`config.mk`:
```
export PLATFORM = sky130hd
export DESIGN_NAME = pass_tx_flat
export DESIGN_NICKNAME = d
export VERILOG_FILES = /design/src/rtl/pass_tx_pkg.sv /design/src/rtl/pass_tx_if.sv /design/src/rtl/pass_sym_timer.sv /design/src/rtl/pass_tx.sv /design/src/flat_wrapper.sv
export SDC_FILE = /design/constraint.sdc
export NUM_CORES = 1
export LEC_CHECK = 0
export ABC_AREA = 1
export CORE_MARGIN = 3
export CORE_UTILIZATION = 40
export CTS_CLUSTER_SIZE = 10
export DETAILED_ROUTE_END_ITERATION = 10
export PLACE_DENSITY_LB_ADDON = 0.25
export REMOVE_ABC_BUFFERS = 1
export SYNTH_ARGS = -nofsm -noshare
export SYNTH_HDL_FRONTEND = slang
export SYNTH_HIERARCHICAL = 1
export SYNTH_SLANG_ARGS = --single-unit
```
`constraint.sdc`:
```
create_clock -name clk -period 2.3 [get_ports clk]
set_clock_uncertainty 0.15 [all_clocks]
set_input_delay 0.69 -clock clk [delete_from_list [all_inputs] [get_ports clk]]
set_output_delay 0.69 -clock clk [all_outputs]
set_load 0.05 [all_outputs]
```
`src/rtl/pass_tx_pkg.sv`:
```
// Shared definitions for the dual-rail RZ transmitter: FSM encoding, link symbols, default timing.
package pass_tx_pkg;

  typedef enum logic [1:0] {
    IDLE = 2'd0,
    SYM  = 2'd1,
    GAP  = 2'd2
  } state_t;

  // {x, y} order; 2'b11 is never driven
  localparam logic [1:0] LINK_IDLE = 2'b00;
  localparam logic [1:0] LINK_ONE  = 2'b01;
  localparam logic [1:0] LINK_ZERO = 2'b10;

  localparam int DEF_BIT_CYC = 2;
  localparam int DEF_GAP_CYC = 1;

  function automatic int max2(input int a, input int b);
    return (a > b) ? a : b;
  endfunction

endpackage

```
`src/rtl/pass_tx_if.sv`:
```
// Word-side valid/ready handshake into the transmitter; master is the word source.
interface pass_tx_if #(
  parameter int DATA_W = 8
) ();
  logic [DATA_W-1:0] data_in;
  logic              valid_in;
  logic              ready_out;

  modport master (output data_in, output valid_in, input ready_out);
  modport slave  (input data_in, input valid_in, output ready_out);
endinterface

```
`src/rtl/pass_sym_timer.sv`:
```
// Load/terminal-count down-counter timing symbol and gap holds; tc is high while the count is zero.
// Loading N-1 on entry to a state yields exactly N cycles in that state; never wraps below zero.
module pass_sym_timer #(
  parameter int CNT_W = 2
) (
  input  logic             clk,
  input  logic             rst_n,
  input  logic             load,
  input  logic [CNT_W-1:0] load_val,
  output logic             tc
);
  logic [CNT_W-1:0] cnt;

  always_ff @(posedge clk or negedge rst_n) begin
    if (!rst_n) begin
      cnt <= '0;
    end else if (load) begin
      cnt <= load_val;
    end else if (cnt != '0) begin
      cnt <= cnt - 1'b1;
    end
  end

  assign tc = (cnt == '0);
endmodule

```
`src/rtl/pass_tx.sv`:
```
// Serializes a word MSB-first as dual-rail RZ symbols on (x, y); accept-to-first-symbol is one cycle.
// ready_out is high only in IDLE, so the source is stalled for the whole frame.
module pass_tx
  import pass_tx_pkg::*;
#(
  parameter int DATA_W  = 8,
  parameter int BIT_CYC = DEF_BIT_CYC,
  parameter int GAP_CYC = DEF_GAP_CYC
) (
  input  logic        clk,
  input  logic        rst_n,
  pass_tx_if.slave    word,
  output logic        x_out,
  output logic        y_out,
  output logic        busy,
  output logic        done
);
  localparam int IDX_W = (DATA_W > 1) ? $clog2(DATA_W) : 1;
  localparam int CNT_W = $clog2(max2(BIT_CYC, GAP_CYC) + 1);
  localparam logic [CNT_W-1:0] BIT_LD = CNT_W'(BIT_CYC - 1);
  localparam logic [CNT_W-1:0] GAP_LD = CNT_W'(GAP_CYC - 1);
  localparam logic [IDX_W-1:0] IDX_TOP = IDX_W'(DATA_W - 1);

  state_t            state, state_nxt;
  logic [DATA_W-1:0] sreg, sreg_nxt;
  logic [IDX_W-1:0]  idx, idx_nxt;
  logic              tmr_load;
  logic [CNT_W-1:0]  tmr_val;
  logic              tc;
  logic [1:0]        link_nxt;

  pass_sym_timer #(.CNT_W(CNT_W)) u_timer (
    .clk      (clk),
    .rst_n    (rst_n),
    .load     (tmr_load),
    .load_val (tmr_val),
    .tc       (tc)
  );

  always_ff @(posedge clk or negedge rst_n) begin
    if (!rst_n) begin
      state <= IDLE;
      sreg  <= '0;
      idx   <= '0;
      x_out <= 1'b0;
      y_out <= 1'b0;
    end else begin
      state          <= state_nxt;
      sreg           <= sreg_nxt;
      idx            <= idx_nxt;
      {x_out, y_out} <= link_nxt;
    end
  end

  always_comb begin
    state_nxt = state;
    sreg_nxt  = sreg;
    idx_nxt   = idx;
    tmr_load  = 1'b0;
    tmr_val   = BIT_LD;
    case (state)
      IDLE: begin
        if (word.valid_in) begin
          state_nxt = SYM;
          sreg_nxt  = word.data_in;
          idx_nxt   = IDX_TOP;
          tmr_load  = 1'b1;
          tmr_val   = BIT_LD;
        end
      end
      SYM: begin
        if (tc) begin
          state_nxt = GAP;
          tmr_load  = 1'b1;
          tmr_val   = GAP_LD;
        end
      end
      GAP: begin
        if (tc) begin
          if (idx == '0) begin
            state_nxt = IDLE;
          end else begin
            state_nxt = SYM;
            sreg_nxt  = sreg << 1;
            idx_nxt   = idx - 1'b1;
            tmr_load  = 1'b1;
            tmr_val   = BIT_LD;
          end
        end
      end
      default: state_nxt = IDLE;
    endcase
  end

  // Link pins are registered, so the code is derived from the state being entered
  always_comb begin
    link_nxt = LINK_IDLE;
    if (state_nxt == SYM) begin
      link_nxt = sreg_nxt[DATA_W-1] ? LINK_ONE : LINK_ZERO;
    end
  end

  assign word.ready_out = (state == IDLE);
  assign busy           = (state != IDLE);
  assign done           = (state == GAP) && tc && (idx == '0);
endmodule

```
`src/flat_wrapper.sv`:
```
// flat-port wrapper written by rule: the top's interface ports become plain ports
module pass_tx_flat import pass_tx_pkg::*;
#(
  parameter int DATA_W  = 8,
  parameter int BIT_CYC = DEF_BIT_CYC,
  parameter int GAP_CYC = DEF_GAP_CYC
)
  (clk, rst_n, x_out, y_out, busy, done, word_data_in, word_valid_in, word_ready_out);
  pass_tx_if #(.DATA_W(DATA_W)) word_i ();
  input  logic clk;
  input  logic rst_n;
  output logic x_out;
  output logic y_out;
  output logic busy;
  output logic done;
  input wire logic [$bits(word_i.data_in)-1:0] word_data_in;
  input wire logic [$bits(word_i.valid_in)-1:0] word_valid_in;
  output wire logic [$bits(word_i.ready_out)-1:0] word_ready_out;
  assign word_i.data_in = word_data_in;
  assign word_i.valid_in = word_valid_in;
  assign word_ready_out = word_i.ready_out;
  pass_tx #(.DATA_W(DATA_W), .BIT_CYC(BIT_CYC), .GAP_CYC(GAP_CYC)) u_core (.clk(clk), .rst_n(rst_n), .word(word_i), .x_out(x_out), .y_out(y_out), .busy(busy), .done(done));
endmodule
```
After elaboration in Yosys (flattened, before gate mapping)
Cells that the tools add are included.
{"block": "word_totals", "word_cells": 49, "latch_bits": 0, "mem_count": 0, "mem_bits_ro": 0, "output_inout_bits": 5, "inputBits": 11, "ff_bits": 17, "ramBits": 0}
{"block": "op_classes", "n_bitwise": 0, "muxes": 24, "n_mul": 0, "addsub": 2, "reduce_logical": 10, "eq_ne": 6, "magnitude_cmp": 0, "shifts": 0, "div_mod_pow": 0}
{"cell": "8-bit two-way mux", "count": 3}
{"cell": "2-bit two-way mux", "count": 8}
{"cell": "8-bit one-hot mux with 2 select lines", "count": 1}
{"cell": "3-bit two-way mux", "count": 3}
{"cell": "2-bit nonzero test", "count": 4}
{"cell": "1-bit two-way mux", "count": 6}
{"cell": "2-bit one-hot mux with 3 select lines", "count": 1}
{"cell": "3-bit one-hot mux with 2 select lines", "count": 1}
{"cell": "2-bit by 1-bit == test with 1-bit output (second input constant)", "count": 2}
{"cell": "2-bit logical NOT", "count": 2}
{"cell": "2-bit != test (second input constant)", "count": 2}
{"cell": "4-bit AND reduction", "count": 1}
{"cell": "3-bit logical NOT", "count": 1}
{"cell": "1-bit one-hot mux with 3 select lines", "count": 1}
{"cell": "3-bit by 1-bit subtractor with 3-bit output (second input constant)", "count": 1}
{"cell": "2-bit == test (second input constant)", "count": 1}
{"cell": "1-bit logical AND", "count": 2}
{"cell": "2-bit by 1-bit != test with 1-bit output (second input constant)", "count": 1}
{"cell": "2-bit by 1-bit subtractor with 2-bit output (second input constant)", "count": 1}

Longest topological paths before layout
{"block": "logic_depth", "depth_word": 6, "mapped_depth": 11}

By module
Netlist, hierarchy kept.
{"module": "pass_tx", "area_each_um2": 810.8, "n_inst": 1, "cells_each": 91}
{"module": "pass_sym_timer", "area_each_um2": 120.1, "n_inst": 1, "cells_each": 17}

Worst setup path after synthesis
Ideal clock, no wire load.
{"block": "synth_timing", "path_kind": "reg2out", "from": "register u_core.u_timer.cnt[0]", "to": "output port done", "path_buffers": 0, "setup_slack_ns": -0.021, "stages_incl_launch_ff": 5, "arrival_ns": 1.481, "cell_sequence": "dfrtp_1 inv_1 ha_1 nand2_1 nor2_1"}
{"block": "synth_via", "elab_chain_cells": 3}
{"element": "from (decl)", "line_no": "pass_sym_timer.sv:12", "source": "logic [CNT_W-1:0] cnt;"}
{"element": "from (signal assigned)", "line_no": "pass_sym_timer.sv:18", "source": "cnt <= load_val;"}
{"element": "from (signal assigned)", "line_no": "pass_sym_timer.sv:20", "source": "cnt <= cnt - 1'b1;"}
{"element": "2-bit logical NOT", "line_no": "pass_sym_timer.sv:24", "source": "assign tc = (cnt == '0);"}
{"element": "named net u_core.tc", "line_no": "pass_tx.sv:29", "source": "logic tc;"}
{"element": "1-bit logical AND (2 in a row)", "line_no": "pass_tx.sv:105", "source": "assign done = (state == GAP) && tc && (idx == '0);"}
{"element": "to (decl)", "line_no": "flat_wrapper.sv:15", "source": "output logic done;"}
The timed path passes the listed nets, and every way through them passes these cells.

Worst setup path after layout
{"block": "layout_timing", "from": "register u_core.idx[0]", "to": "output port done"}
{"block": "layout_via", "elab_chain_cells": 2}
{"element": "from (decl)", "line_no": "pass_tx.sv:26", "source": "logic [IDX_W-1:0] idx, idx_nxt;"}
{"element": "from (signal assigned)", "line_no": "pass_tx.sv:50", "source": "idx <= idx_nxt;"}
{"element": "3-bit logical NOT", "line_no": "pass_tx.sv:105"}
{"element": "1-bit logical AND", "line_no": "pass_tx.sv:105"}
Every way passes these cells.

==> summary.md <==
The share of the synthesized area in compound gates (AO/OA/AOI/OAI) was 8.60%. The endpoint identified for the worst register-to-register timing path is u_core/u_timer/cnt[1]. The starting density of the core came out at 44.7%. The run finished with clean final reports. The synthesized netlist devotes 0% of its cell area to XOR and XNOR gates. The worst-case IR drop observed on VDD is 707 uV. TritonCTS built the clock tree.

The cell area that synthesis handed to floorplanning was 931 sq um. Main combinational cell family by area after synthesis: simple AND/OR/NAND/NOR gates. The number of ports placed on the die boundary came out at 16. The total of flip-flops plus latches after synthesis was 17. Combinational logic is responsible for 58.3% of the overall power. The fraction of layout cells with a size suffix above 1 works out to 20.5%.

The number of antenna diodes in the final layout is 0. For the upper clock frequency limit, the log shows 0.460 GHz. Counting along the longest clock path gives a buffer depth of 2. For the number of hold violations in the final report, the log shows 0. At the end of the flow, the number of nets in the layout was 147. Data on the critical path is required at its endpoint by 1.46 ns.

The remaining global-route overflow is 0, and the path depth of the worst reg2reg path is 11. Measured along the y axis, the die boundary spans 54.2 um. The growth of design area from synthesis to finish was 30.4%; the adder-cell area share of the yosys netlist was 4.03%. End of the critical path: done. After layout, the worst path uses 94.5% of the clock period. Summing the areas of all and, or, nand and nor instances in the mapped netlist gives 32.9% of the synthesized area. The total of endpoints with negative setup slack in the final report was 0.

Registers are responsible for 31.9% of the overall power. The logs give 0.339 ns for the worst hold margin and 0.00208 sq mm for the core area. Tracing the worst setup path back leads to its startpoint at u_core/idx[0]. The leakage power came out at 0.609 nW. Data on the critical path arrives at its endpoint at 1.33 ns. The per-cell via count in the routed design was 4.85; the detailed-routing iteration count for the pre-antenna-repair pass was 5. The run gives 45.7% as the register area share after synthesis. The synthesized instance count is 108, and the cell row count is 16. For the number of antenna violations at the first check in global routing, the log shows 0. After clock tree synthesis, the clock-pin slew on the worst setup and hold paths is 0.09 ns. After detailed routing, the average wire length per cell comes to 11.1 um. After synthesis, the share of cell area in mux cells is 0%.

Across the run, the number of max-cap violations was 0. The horizontal extent of the die is 54.2 um, and the count of unresolved DRC violations after routing is 0. The via count of the first global-routing pass was 703; the number of levels in the clock H-tree was 1. In the post-synthesis netlist, the biggest area contributors are sky130_fd_sc_hd__dfrtp_1 (46%), sky130_fd_sc_hd__nand2_1 (15%), sky130_fd_sc_hd__a22oi_1 (4.8%), sky130_fd_sc_hd__inv_1 (4.8%), sky130_fd_sc_hd__nand3_1 (4.3%).

After the first detailed-routing iteration, the DRC count stood at 17. The detailed placer's ending HPWL is 1.36 mm, and the worst reg-to-reg setup slack is 0.56 ns. The number of max-slew violations in the final report was 0.

The top fanout value on the critical path is 4, and the die area is 0.00294 sq mm. The logs give 0.00117 sq mm for the placed instance area and 18 for the pin count of the biggest net entering global routing. For the number of warning messages in the yosys log, the log shows 6.

The number of clock buffers added by TritonCTS is 3. The worst register-to-register path begins at u_core/u_timer/cnt[0]. Routability-driven placement finished with a final weighted congestion of 0.752.

The root buffer cell is sky130_fd_sc_hd__clkbuf_4. The number of cells on the worst hold path works out to 2. Yosys mapped the design onto 20 distinct sky130hd cell types. The first global-routing pass estimated 2.98 mm of wire. The switching component of the power is 0.728 mW. Input and output buffers added on the ports amount to 15. For this run, the total global-route usage over all layers was measured as 14.4%. After detailed routing, the total wire length is 1.76 mm.

The biggest area contributor in the post-synthesis netlist is sky130_fd_sc_hd__dfrtp_1. The critical path class is reg -> out. Of the post-synthesis cell area, the dominant cell type holds 45.7%. The tools report the category of the worst setup path capture point as an output pin. The switching share of total power is 45.7%.

The internal portion of the total power is 0.866 mW. After routing the design area is 0.00121 sq mm. Setup repair after global routing left no endpoint under its margin. The logs give 771 for the total number of vias and 17 for the CTS sink count. In this run the remaining antenna-violating nets after routing total 0.

The clock period could shrink to 2.17 ns. In this run, the clock network consumes 9.8% of the power. The power density normalized to cell area was 1310 mW/mm^2.

STA classifies the critical path startpoint as a flop. The path class of the tightest hold or removal check is reg -> reg. For the later-pin clock latency in the skew report, the log shows 0.28 ns. A synthesized cell averages 8.62 sq um.
## Yosys cell counts
cell type	count
sky130_fd_sc_hd__nand2_1	38
sky130_fd_sc_hd__nor3_4	1
sky130_fd_sc_hd__clkinv_4	1
sky130_fd_sc_hd__o21ai_1	2
sky130_fd_sc_hd__a22oi_1	6
sky130_fd_sc_hd__nor2_4	2
sky130_fd_sc_hd__inv_4	1
sky130_fd_sc_hd__nor2_8	1
sky130_fd_sc_hd__nand3_1	8
sky130_fd_sc_hd__dfrtp_1	17
sky130_fd_sc_hd__nand2_2	2
sky130_fd_sc_hd__nor2_1	4
sky130_fd_sc_hd__inv_1	12
sky130_fd_sc_hd__a21oi_1	1
sky130_fd_sc_hd__o21ai_0	4
sky130_fd_sc_hd__inv_6	2
sky130_fd_sc_hd__ha_1	3
sky130_fd_sc_hd__conb_1	1
sky130_fd_sc_hd__nand2_8	1
sky130_fd_sc_hd__nand3_4	1
## cell usage in the layout (no fill, tap or decap), drive strengths merged
cell	instances
clkinv	1
conb	1
o21ai	6
ha	3
nor3	1
nand2	41
inv	15
clkdlybuf4s50	10
a21oi	1
nand3	9
buf	10
a22oi	6
clkbuf	4
nor2	7
dfrtp	17
## worst max-delay path: stages (launching register included)
cell and delay (ns):
sky130_fd_sc_hd__dfrtp_1 0.37, sky130_fd_sc_hd__inv_1 0.11, sky130_fd_sc_hd__ha_1 0.17, sky130_fd_sc_hd__nand2_2 0.11, sky130_fd_sc_hd__nor2_4 0.15, sky130_fd_sc_hd__buf_12 0.14
## sequential cells by signal (all words and copies together) (netlist names)
register / count
u_core/x_out: 1
u_core/idx: 3
u_core/u_timer/cnt: 2
u_core/y_out: 1
u_core/sreg: 8
u_core/state: 2
## cell families (layout without fill, tap and decap cells)
logic type / count (synthesis) / in the layout
compound gates: 13 / 13
fa+ha+maj: 3 / 3
buf+inv: 16 / 40
flops: 17 / 17
other cells: 1 / 1
simple gates: 58 / 58
## stage by stage
step	setup slack, ns	power (mW)	setup TNS (ns)	utilization (%)	instances
5_1_grt	0.0419	1.74	0	58.3	159
3_5_place_dp	0.0511	1.44	0	56.2	154
2_1_floorplan	-0.0206	1.15	-0.0206	-	108
3_3_place_gp	0.136	1.41	0	56.2	154
6_report	0.127	1.59	0	58.3	159
4_1_cts	0.0246	1.61	0	57.6	158
## what timing repair did
action | 4_1_cts | 5_1_grt
setup buffers | 0 | 1
pin swaps | 0 | 1
hold buffers | 0 | 0
setup endpoints to repair | 1 | 1
gates resized for setup | 1 | 2
## worst min path at each step
stage,startpoint,end,slack [ns]
2_1_floorplan,rst_n,u_core/idx[0],0.24
3_3_place_gp,u_core/sreg[0],u_core/sreg[0],0.31
3_5_place_dp,u_core/sreg[0],u_core/sreg[0],0.31
4_1_cts,u_core/sreg[0],u_core/sreg[0],0.34
5_1_grt,u_core/sreg[5],u_core/sreg[5],0.36
6_report,u_core/sreg[3],u_core/sreg[3],0.34
## power groups by stage
stage	combinational [mW]	sequential, mW	clock, mW
floorplan	0.586	0.562	0
global placement	0.897	0.515	0
detailed placement	0.922	0.514	0
CTS	0.928	0.508	0.169
global route	1.04	0.524	0.176
finish	0.930	0.509	0.156
## metal layers
layer | vias to the layer above | global-route usage [%] | routed length (um)
met5 | - | 0 | 0
met4 | 0 | 3.73 | 10
met3 | 2 | 5.72 | 77
met2 | 18 | 25.1 | 888
met1 | 358 | 16.3 | 785
li1 | 393 | - | -
## cell type report
cell class	count	area, sq um
clock buffers	4	26.3
fillers	185	868
inverters	16	77.6
multi-input cells	75	438
flip-flops and latches	17	425
well taps	27	33.8
repair buffers	20	213
No activity file was read; power rests on OpenSTA's default activity.
